**src/rtl/address_serializer.sv**
```systemverilog
// Master-side address serializer: arbitrates for the bus, shifts the slave
// address LSB-first, then waits for the slave acknowledge with timeout and retry.
module address_serializer #(
  parameter int ADDR_WIDTH  = 2,
  parameter int ACK_TIMEOUT = 8,
  parameter int MAX_RETRY   = 2
) (
  input  logic                  CLK,
  input  logic                  RST,
  input  logic                  M_REQ,
  input  logic [ADDR_WIDTH-1:0] M_ADDR,
  output logic                  M_READY,
  output logic                  M_DONE,
  output logic                  M_ERR,
  output logic                  B_REQ,
  input  logic                  B_GRANT,
  output logic                  B_UTIL,
  output logic                  A_ADD,
  output logic                  B_BUS_IN,
  input  logic                  S_ACK
);

  localparam int              BCW       = $clog2(ADDR_WIDTH + 1);
  localparam logic [BCW-1:0]  LAST_BIT  = BCW'(ADDR_WIDTH - 1);
  localparam logic [BCW-1:0]  BCNT_ONE  = BCW'(1);
  localparam logic [7:0]      ACK_TO    = 8'(ACK_TIMEOUT);
  localparam logic [2:0]      RETRY_MAX = 3'(MAX_RETRY);

  typedef enum logic [2:0] {
    ST_IDLE     = 3'd0,
    ST_ARB      = 3'd1,
    ST_ADDR     = 3'd2,
    ST_WAIT_ACK = 3'd3,
    ST_DONE     = 3'd4,
    ST_ERR      = 3'd5
  } state_t;

  state_t                state_r, state_s;
  logic [ADDR_WIDTH-1:0] addr_r, addr_s, addr_shift_s;
  logic [BCW-1:0]        bcnt_r, bcnt_s;
  logic [7:0]            tcnt_r, tcnt_s, tcnt_inc_s;
  logic [2:0]            rcnt_r, rcnt_s;

  logic m_ready_r, m_done_r, m_err_r, b_req_r, b_util_r, a_add_r, b_bus_in_r;
  logic m_ready_s, m_done_s, m_err_s, b_req_s, b_util_s, a_add_s, b_bus_in_s;

  // Next-state, counter updates and next output values (outputs follow the next state).
  always_comb begin
    state_s      = state_r;
    addr_s       = addr_r;
    bcnt_s       = bcnt_r;
    tcnt_s       = tcnt_r;
    rcnt_s       = rcnt_r;
    tcnt_inc_s   = tcnt_r + 8'd1;
    addr_shift_s = {ADDR_WIDTH{1'b0}};
    m_ready_s    = 1'b0;
    m_done_s     = 1'b0;
    m_err_s      = 1'b0;
    b_req_s      = 1'b0;
    b_util_s     = 1'b0;
    a_add_s      = 1'b0;
    b_bus_in_s   = 1'b0;

    case (state_r)
      ST_IDLE: begin
        if (M_REQ) begin
          addr_s = M_ADDR;
          bcnt_s = {BCW{1'b0}};
          tcnt_s = 8'd0;
          rcnt_s = 3'd0;
          if (M_ADDR == {ADDR_WIDTH{1'b0}}) begin
            state_s = ST_ERR;
          end else begin
            state_s = ST_ARB;
          end
        end else begin
          state_s = ST_IDLE;
        end
      end
      ST_ARB: begin
        if (B_GRANT) begin
          state_s = ST_ADDR;
          bcnt_s  = {BCW{1'b0}};
        end else begin
          state_s = ST_ARB;
        end
      end
      ST_ADDR: begin
        // Losing the grant restarts the whole address after re-arbitration.
        if (!B_GRANT) begin
          state_s = ST_ARB;
          bcnt_s  = {BCW{1'b0}};
          tcnt_s  = 8'd0;
        end else if (bcnt_r == LAST_BIT) begin
          state_s = ST_WAIT_ACK;
          tcnt_s  = 8'd0;
        end else begin
          bcnt_s  = bcnt_r + BCNT_ONE;
        end
      end
      ST_WAIT_ACK: begin
        if (!B_GRANT) begin
          state_s = ST_ARB;
          bcnt_s  = {BCW{1'b0}};
          tcnt_s  = 8'd0;
        end else if (S_ACK) begin
          state_s = ST_DONE;
        end else if (tcnt_inc_s == ACK_TO) begin
          if (rcnt_r < RETRY_MAX) begin
            state_s = ST_ADDR;
            rcnt_s  = rcnt_r + 3'd1;
            bcnt_s  = {BCW{1'b0}};
            tcnt_s  = 8'd0;
          end else begin
            state_s = ST_ERR;
          end
        end else begin
          tcnt_s = tcnt_inc_s;
        end
      end
      ST_DONE: state_s = ST_IDLE;
      ST_ERR:  state_s = ST_IDLE;
      default: state_s = ST_IDLE;
    endcase

    addr_shift_s = addr_s >> bcnt_s;
    m_ready_s    = (state_s == ST_IDLE);
    m_done_s     = (state_s == ST_DONE);
    m_err_s      = (state_s == ST_ERR);
    b_req_s      = (state_s == ST_ARB) || (state_s == ST_ADDR) || (state_s == ST_WAIT_ACK);
    b_util_s     = (state_s == ST_ADDR) || (state_s == ST_WAIT_ACK);
    a_add_s      = (state_s == ST_ADDR);
    b_bus_in_s   = (state_s == ST_ADDR) && addr_shift_s[0];
  end

  // State, counters, captured address and registered outputs.
  always_ff @(posedge CLK or posedge RST) begin
    if (RST) begin
      state_r    <= ST_IDLE;
      addr_r     <= {ADDR_WIDTH{1'b0}};
      bcnt_r     <= {BCW{1'b0}};
      tcnt_r     <= 8'd0;
      rcnt_r     <= 3'd0;
      m_ready_r  <= 1'b1;
      m_done_r   <= 1'b0;
      m_err_r    <= 1'b0;
      b_req_r    <= 1'b0;
      b_util_r   <= 1'b0;
      a_add_r    <= 1'b0;
      b_bus_in_r <= 1'b0;
    end else begin
      state_r    <= state_s;
      addr_r     <= addr_s;
      bcnt_r     <= bcnt_s;
      tcnt_r     <= tcnt_s;
      rcnt_r     <= rcnt_s;
      m_ready_r  <= m_ready_s;
      m_done_r   <= m_done_s;
      m_err_r    <= m_err_s;
      b_req_r    <= b_req_s;
      b_util_r   <= b_util_s;
      a_add_r    <= a_add_s;
      b_bus_in_r <= b_bus_in_s;
    end
  end

  assign M_READY  = m_ready_r;
  assign M_DONE   = m_done_r;
  assign M_ERR    = m_err_r;
  assign B_REQ    = b_req_r;
  assign B_UTIL   = b_util_r;
  assign A_ADD    = a_add_r;
  assign B_BUS_IN = b_bus_in_r;

endmodule

```
**config.mk**
```make
export PLATFORM = sky130hd
export DESIGN_NAME = address_serializer
export DESIGN_NICKNAME = d
export VERILOG_FILES = /design/src/rtl/address_serializer.sv
export SDC_FILE = /design/constraint.sdc
export NUM_CORES = 1
export LEC_CHECK = 0
export ABC_AREA = 1
export BUFFER_PORTS_ARGS = -buffer_cell sky130_fd_sc_hd__clkbuf_2
export CAP_MARGIN = 20
export CORE_ASPECT_RATIO = 0.9
export CORE_MARGIN = 2
export CORE_UTILIZATION = 30
export DETAILED_ROUTE_END_ITERATION = 8
export PLACE_DENSITY = 0.5
export RECOVER_POWER = 25
export SYNTH_ARGS = -nofsm -noshare
export SYNTH_HDL_FRONTEND = slang
export SYNTH_SLANG_ARGS = --single-unit
```
**constraint.sdc**
```tcl
create_clock -name CLK -period 3.3 [get_ports CLK]
set_clock_uncertainty 0.05 [all_clocks]
set_input_delay 0.66 -clock CLK [delete_from_list [all_inputs] [get_ports CLK]]
set_output_delay 0.66 -clock CLK [all_outputs]
set_load 0.005 [all_outputs]
```
After elaboration in Yosys (flattened, before gate mapping)
Index checks and enable logic that the tools add are counted.
{"block": "word_totals", "regBits": 25, "in_bits": 7, "out_inout_bits": 7, "elab_cells": 81}
{"block": "op_classes", "addsub": 3, "order_cmp": 1, "eq_ne": 18, "n_shift": 1, "mux": 35, "reduce_logical": 11}
{"op": "$mux W8", "n": 7}
{"op": "$mux W3", "n": 13}
{"op": "$pmux W8 S3", "n": 1}
{"op": "$mux W2", "n": 11}
{"op": "$eq A3 B2 Y1 const B", "n": 4}
{"op": "$pmux W3 S4", "n": 1}
{"op": "$ne A2 B2 Y1 const B", "n": 5}
{"op": "$add A8 B1 Y8 const B", "n": 1}
{"op": "$eq A8 B4 Y1 const B", "n": 1}
{"op": "$pmux W2 S4", "n": 1}
{"op": "$eq A3 B1 Y1 const B", "n": 2}
{"op": "$eq A3 B3 Y1 const B", "n": 2}
{"op": "$logic_not A3 Y1", "n": 2}
{"op": "$ne A3 B3 Y1 const B", "n": 2}
{"op": "$pmux W3 S2", "n": 1}
{"op": "$reduce_and A6 Y1", "n": 1}
{"op": "$reduce_and A5 Y1", "n": 1}
{"op": "$ne A4 B4 Y1 const B", "n": 1}
{"op": "$add A3 B1 Y3 const B", "n": 1}
{"op": "$logic_or A1 B1 Y1", "n": 3}
{"op": "$lt A3 B2 Y1 const B", "n": 1}
{"op": "$reduce_bool A3 Y1", "n": 1}
{"op": "$add A2 B1 Y2 const B", "n": 1}
{"op": "$eq A2 B1 Y1 const B", "n": 1}
{"op": "4 further kinds", "n": 4}

Logic depth before layout (Yosys ltp)
{"block": "depth", "depth_word": 9, "depth_mapped": 15}

Worst setup path before layout
Ideal clock, no wire load.
{"block": "synth_timing", "kind": "reg2reg", "startpoint": "register tcnt_r[0]", "endpoint": "register b_req_r (netlist: B_REQ)", "setup_time_ns": 0.114, "arrival_time_ns": 1.630, "required_ns": 3.136, "setup_slack_ns": 1.507, "path_stages_with_launch": 15, "n_path_buf": 0, "path_cell_list": "dfrtp_1 -> ha_1 -> nand3_1 -> o21ai_1 -> nand2_1 -> nor2_2 -> nand3_2 -> nand2_1 -> nand2_1 -> nand2_1 -> nand2_1 -> nand2_2 -> nand3_1 -> nand2_1 -> inv_1"}
{"block": "synth_between", "elab_chain_len": 9, "elab_cells_between_ends": 11, "cone_classes": "1 x add/sub; 4 x eq/ne; 4 x mux; 2 x reduce/logical"}
{"item": "from (decl)", "line": "41", "source": "logic [7:0] tcnt_r, tcnt_s, tcnt_inc_s;"}
{"item": "from (signal assigned)", "line": "155", "source": "tcnt_r <= tcnt_s;"}
{"item": "$add A8 B1 Y8 (*)", "line": "54", "source": "tcnt_inc_s = tcnt_r + 8'd1;"}
{"item": "$eq A8 B4 Y1 (*)", "line": "108", "source": "end else if (tcnt_inc_s == ACK_TO) begin"}
{"item": "$mux W3 (*)", "line": "108"}
{"item": "$mux W3 (*)", "line": "106", "source": "end else if (S_ACK) begin"}
{"item": "$mux W3 (*)", "line": "102", "source": "if (!B_GRANT) begin"}
{"item": "$pmux W3 S4 (*)", "line": "64", "source": "case (state_r)"}
{"item": "$eq A3 B1 Y1 / $eq A3 B2 Y1 (equally long branches)", "line": "130", "source": "b_req_s = (state_s == ST_ARB) || (state_s == ST_ADDR) || (state_s == ST_WAIT_ACK);"}
{"item": "$logic_or A1 B1 Y1", "line": "130"}
{"item": "$logic_or A1 B1 Y1 (*)", "line": "130"}
{"item": "via b_req_s", "line": "45", "source": "logic m_ready_s, m_done_s, m_err_s, b_req_s, b_util_s, a_add_s, b_bus_in_s;"}
{"item": "to (signal assigned)", "line": "160", "source": "b_req_r <= b_req_s;"}
{"item": "to (decl)", "line": "44", "source": "logic m_ready_r, m_done_r, m_err_r, b_req_r, b_util_r, a_add_r, b_bus_in_r;"}
The timed path passes the listed nets; every way through them passes the cells marked *.
A chain may end at the register's enable or synchronous reset.

Worst setup path after layout
{"block": "layout_timing", "startpoint": "register tcnt_r[0]", "endpoint": "register tcnt_r[6]"}
{"block": "layout_between", "elab_chain_len": 6, "elab_cells_between_ends": 8, "cone_classes": "1 x add/sub; 2 x eq/ne; 4 x mux; 1 x reduce/logical"}
{"item": "$add A8 B1 Y8 (*)", "line": "54"}
{"item": "$eq A8 B4 Y1", "line": "108"}
{"item": "$mux W8", "line": "108"}
{"item": "$mux W8", "line": "106"}
{"item": "$mux W8", "line": "102"}
{"item": "$pmux W8 S3", "line": "64"}
Mark *: on every way between the ends. The rest lies on a longest branch, timed or not. The select of a mux whose other input is x is not followed.

==> results.yml <==
critical_path:
  cp_num_buf_inv: 1
  crit_path_end_kind: "flip-flop"
  worstPathCellList: "ha_1 -> nand3_1 -> nand2_1 -> nand3_1 -> nor2_2 -> nand4_1 -> nand2_1 -> nand2_1 -> nand2_1 -> inv_1 -> nand3_1 -> o21ai_1"
  crit_family: "simple AND/OR/NAND/NOR gates"
  arrival_ns: 2.40
  cpPeakStageDelay_ns: 0.46
  cpMaxStageDelayCell: "dfrtp_1"
  cp_max_fo: 11
  cp-start-kind: "flip-flop"
  crit_type: "flip-flop to flip-flop"
  critPathMostFrequentCell: "nand2_1"
  critPathRequiredTime_ns: 3.41
pwr:
  vdd_ir_drop_max_uv: 255
  p_leak_nw: 0.775
  power.share.switching_pct: 39.5
  seqPwrFrac_pct: 42.9
  internal-power_uw: 591
  power_frac_comb_pct: 38.2
  p_sw_uw: 386
  power_frac_clock_pct: 18.8
  power_density_nw_per_um2: 623
synthesis:
  syn_area_um2: 1390
  synth_nets: 195
  ys_ff_latch: 25
  synthTopCellsByArea: "dfrtp_1 (43%), nand2_1 (14%), inv_1 (8.1%)"
  seq_area_frac_synth_pct: 45.0
  yosys.area.top_type: "dfrtp_1"
  syn_avg_cell_area_um2: 7.53
  synth_top_cell_area_share_pct: 43.1
  yosysWarningCount: 0
  ys_types: 23
  synthCells: 185
grt:
  grt-ovfl-total: 0
  grt_pass1_wl_um: 4970
  grt_max_degree: 26
  track_usage_pct: 12.6
  antenna_found_initial: 0
  grt_pass1_vias: 1067
sta:
  finalHoldViolCount: 0
  setup-violations-final: 0
  layout_setup_ws_ns: 1.01
  drv_slew: 0
  rsz0062_at_grt: "false"
  fmax_mhz: 437
  worstMarginPinSlew_ns: 1.04
  finalCriticalPeriod_ns: 2.29
  worst_hold_slack_ns: 0.230
  tns_ns: 0
  slew_headroom_pct: 30.6
  fin_crit_sh_pct: 69.4
place:
  post-place-ws_ns: 0.948
  dp.cells: 258
  io_buffer_count: 13
  hpwlAfterDp_um: 2180
  finalWeightedCongestion: 0.846
finish:
  final_common_cell: "nand2_1"
  drive_gt1_share_pct: 15.9
  nNetsFinal: 212
  layout_common_cells: "nand2_1 (51), inv_1 (30), dfrtp_1 (24), nand3_1 (14)"
  n_antenna_cell: 0
  finish.utilization_pct: 35.2
  finalNonFillerCells: 263
  areaGrowthSynthToFinish_pct: 12.7
route:
  antenna_left: 0
  wl_met1_um: 1500
  wl_met3_um: 79
  drtPass1Iterations: 4
  routed_wirelength_um: 2830
  via_per_inst: 4.46
  first_iter_violations: 80
  wl_per_cell_um: 10.8
  routed.top_layer: "met4"
  vias: 1174
  drc: 0
  wl_met2_um: 1210
floorplan:
  coreArea_um2: 4460
  die_w_um: 75.8
  die_h_um: 68.6
  initial_core_util_pct: 31.2
  die_area_um2: 5200
  io_pins: 14
  rows: 23
cts:
  cts_tree: "done"
  clk_pin_slew_ns: 0.09
  clock_sinks: 25
  max-clock-path-buffers: 2
  postCtsSetupRepairBufs: 0
  cts_resized: 0
  clock_latency_ns: 0.27
  root_buffer: "clkbuf_8"
  cts_buffers: 3
  htree_levels: 1
  hold_buffers: 0
min_path:
  hold_class: "input pin to async pin"
status:
  status: "complete, no violations"
run:
  maxCapViolations: 0
## path summary, 6_finish.rpt
| path | from | to | slack [ns] | depth (start not counted) |
|---|---|---|---|---|
| max in group asynchronous | RST | M_ERR | 1.73 | 3 |
| min reg2reg | bcnt_r[1] | bcnt_r[1] | 0.45 | 2 |
| min in group CLK | bcnt_r[1] | bcnt_r[1] | 0.45 | 2 |
| min | RST | tcnt_r[2] | 0.23 | 2 |
| max reg2reg | tcnt_r[0] | tcnt_r[6] | 1.01 | 12 |
| max | tcnt_r[0] | tcnt_r[6] | 1.01 | 12 |
## kinds of logic (layout without fill, tap and decap cells)
logic type | Yosys count | after routing | share of synthesized area (%)
adders and majority gates | 3 | 3 | 2.70
AOI/OAI and AO/OA | 26 | 26 | 10.2
and+or+nand+nor | 99 | 99 | 32.9
buffers and inverters | 32 | 48 | 9.16
DFF | 25 | 25 | 45.0
## area by class of cell
type                    count  area [um^2]
well taps                  62         77.6
clock buffers               4         45.0
inverters                  30          113
fillers                   492         2890
flip-flops and latches     25          627
repair buffers             14         68.8
multi-input cells         128          638
## power by group through the flow
stage	logic, mW	registers (mW)	clock network (mW)
final	0.374	0.419	0.184
after global routing	0.442	0.428	0.205
after CTS	0.376	0.421	0.194
after detailed placement	0.374	0.428	0
after global placement	0.378	0.426	0
after floorplan	0.288	0.423	0
## routing by layer
| metal | track usage (%) | vias up |
|---|---|---|
| met2 | 17.2 | 17 |
| met1 | 18.9 | 537 |
| met4 | 4.82 | 0 |
| met5 | 0 | - |
| met3 | 2.91 | 2 |
| li1 | - | 618 |
## flip-flops by register name, indices dropped and copies added, names as in the netlist
name / count
A_ADD: 1
B_BUS_IN: 1
B_REQ: 1
B_UTIL: 1
M_DONE: 1
M_ERR: 1
M_READY: 1
addr_r: 2
bcnt_r: 2
rcnt_r: 3
state_r: 3
tcnt_r: 8
## worst reg2reg max path, delay by kind of cell, from the launching register on
kind / cells / cell delay (ns)
AOI/OAI and AO/OA: 1 / 0.07
adders and majority gates: 1 / 0.25
buffers and inverters: 1 / 0.17
DFF: 1 / 0.46
and+or+nand+nor: 9 / 1.20
## synthesized netlist by cell type, drive strengths merged
master and count:
or2 4, nor2 18, nand2 53, buf 2
o21ai 19, dfstp 1, ha 3, nor3 3
nand4 4, inv 30, nand3b 1, dfrtp 24
o21bai 1, a21oi 4, a22oi 1, a311oi 1
nand3 16
## per-stage QoR
step	area (um^2)	power, mW
after floorplan	1390	0.711
final	1570	0.977
after global routing	1570	1.08
after CTS	1570	0.991
after global placement	1520	0.803
after detailed placement	1520	0.802
Note: power is estimated with default switching activity, not from simulation.
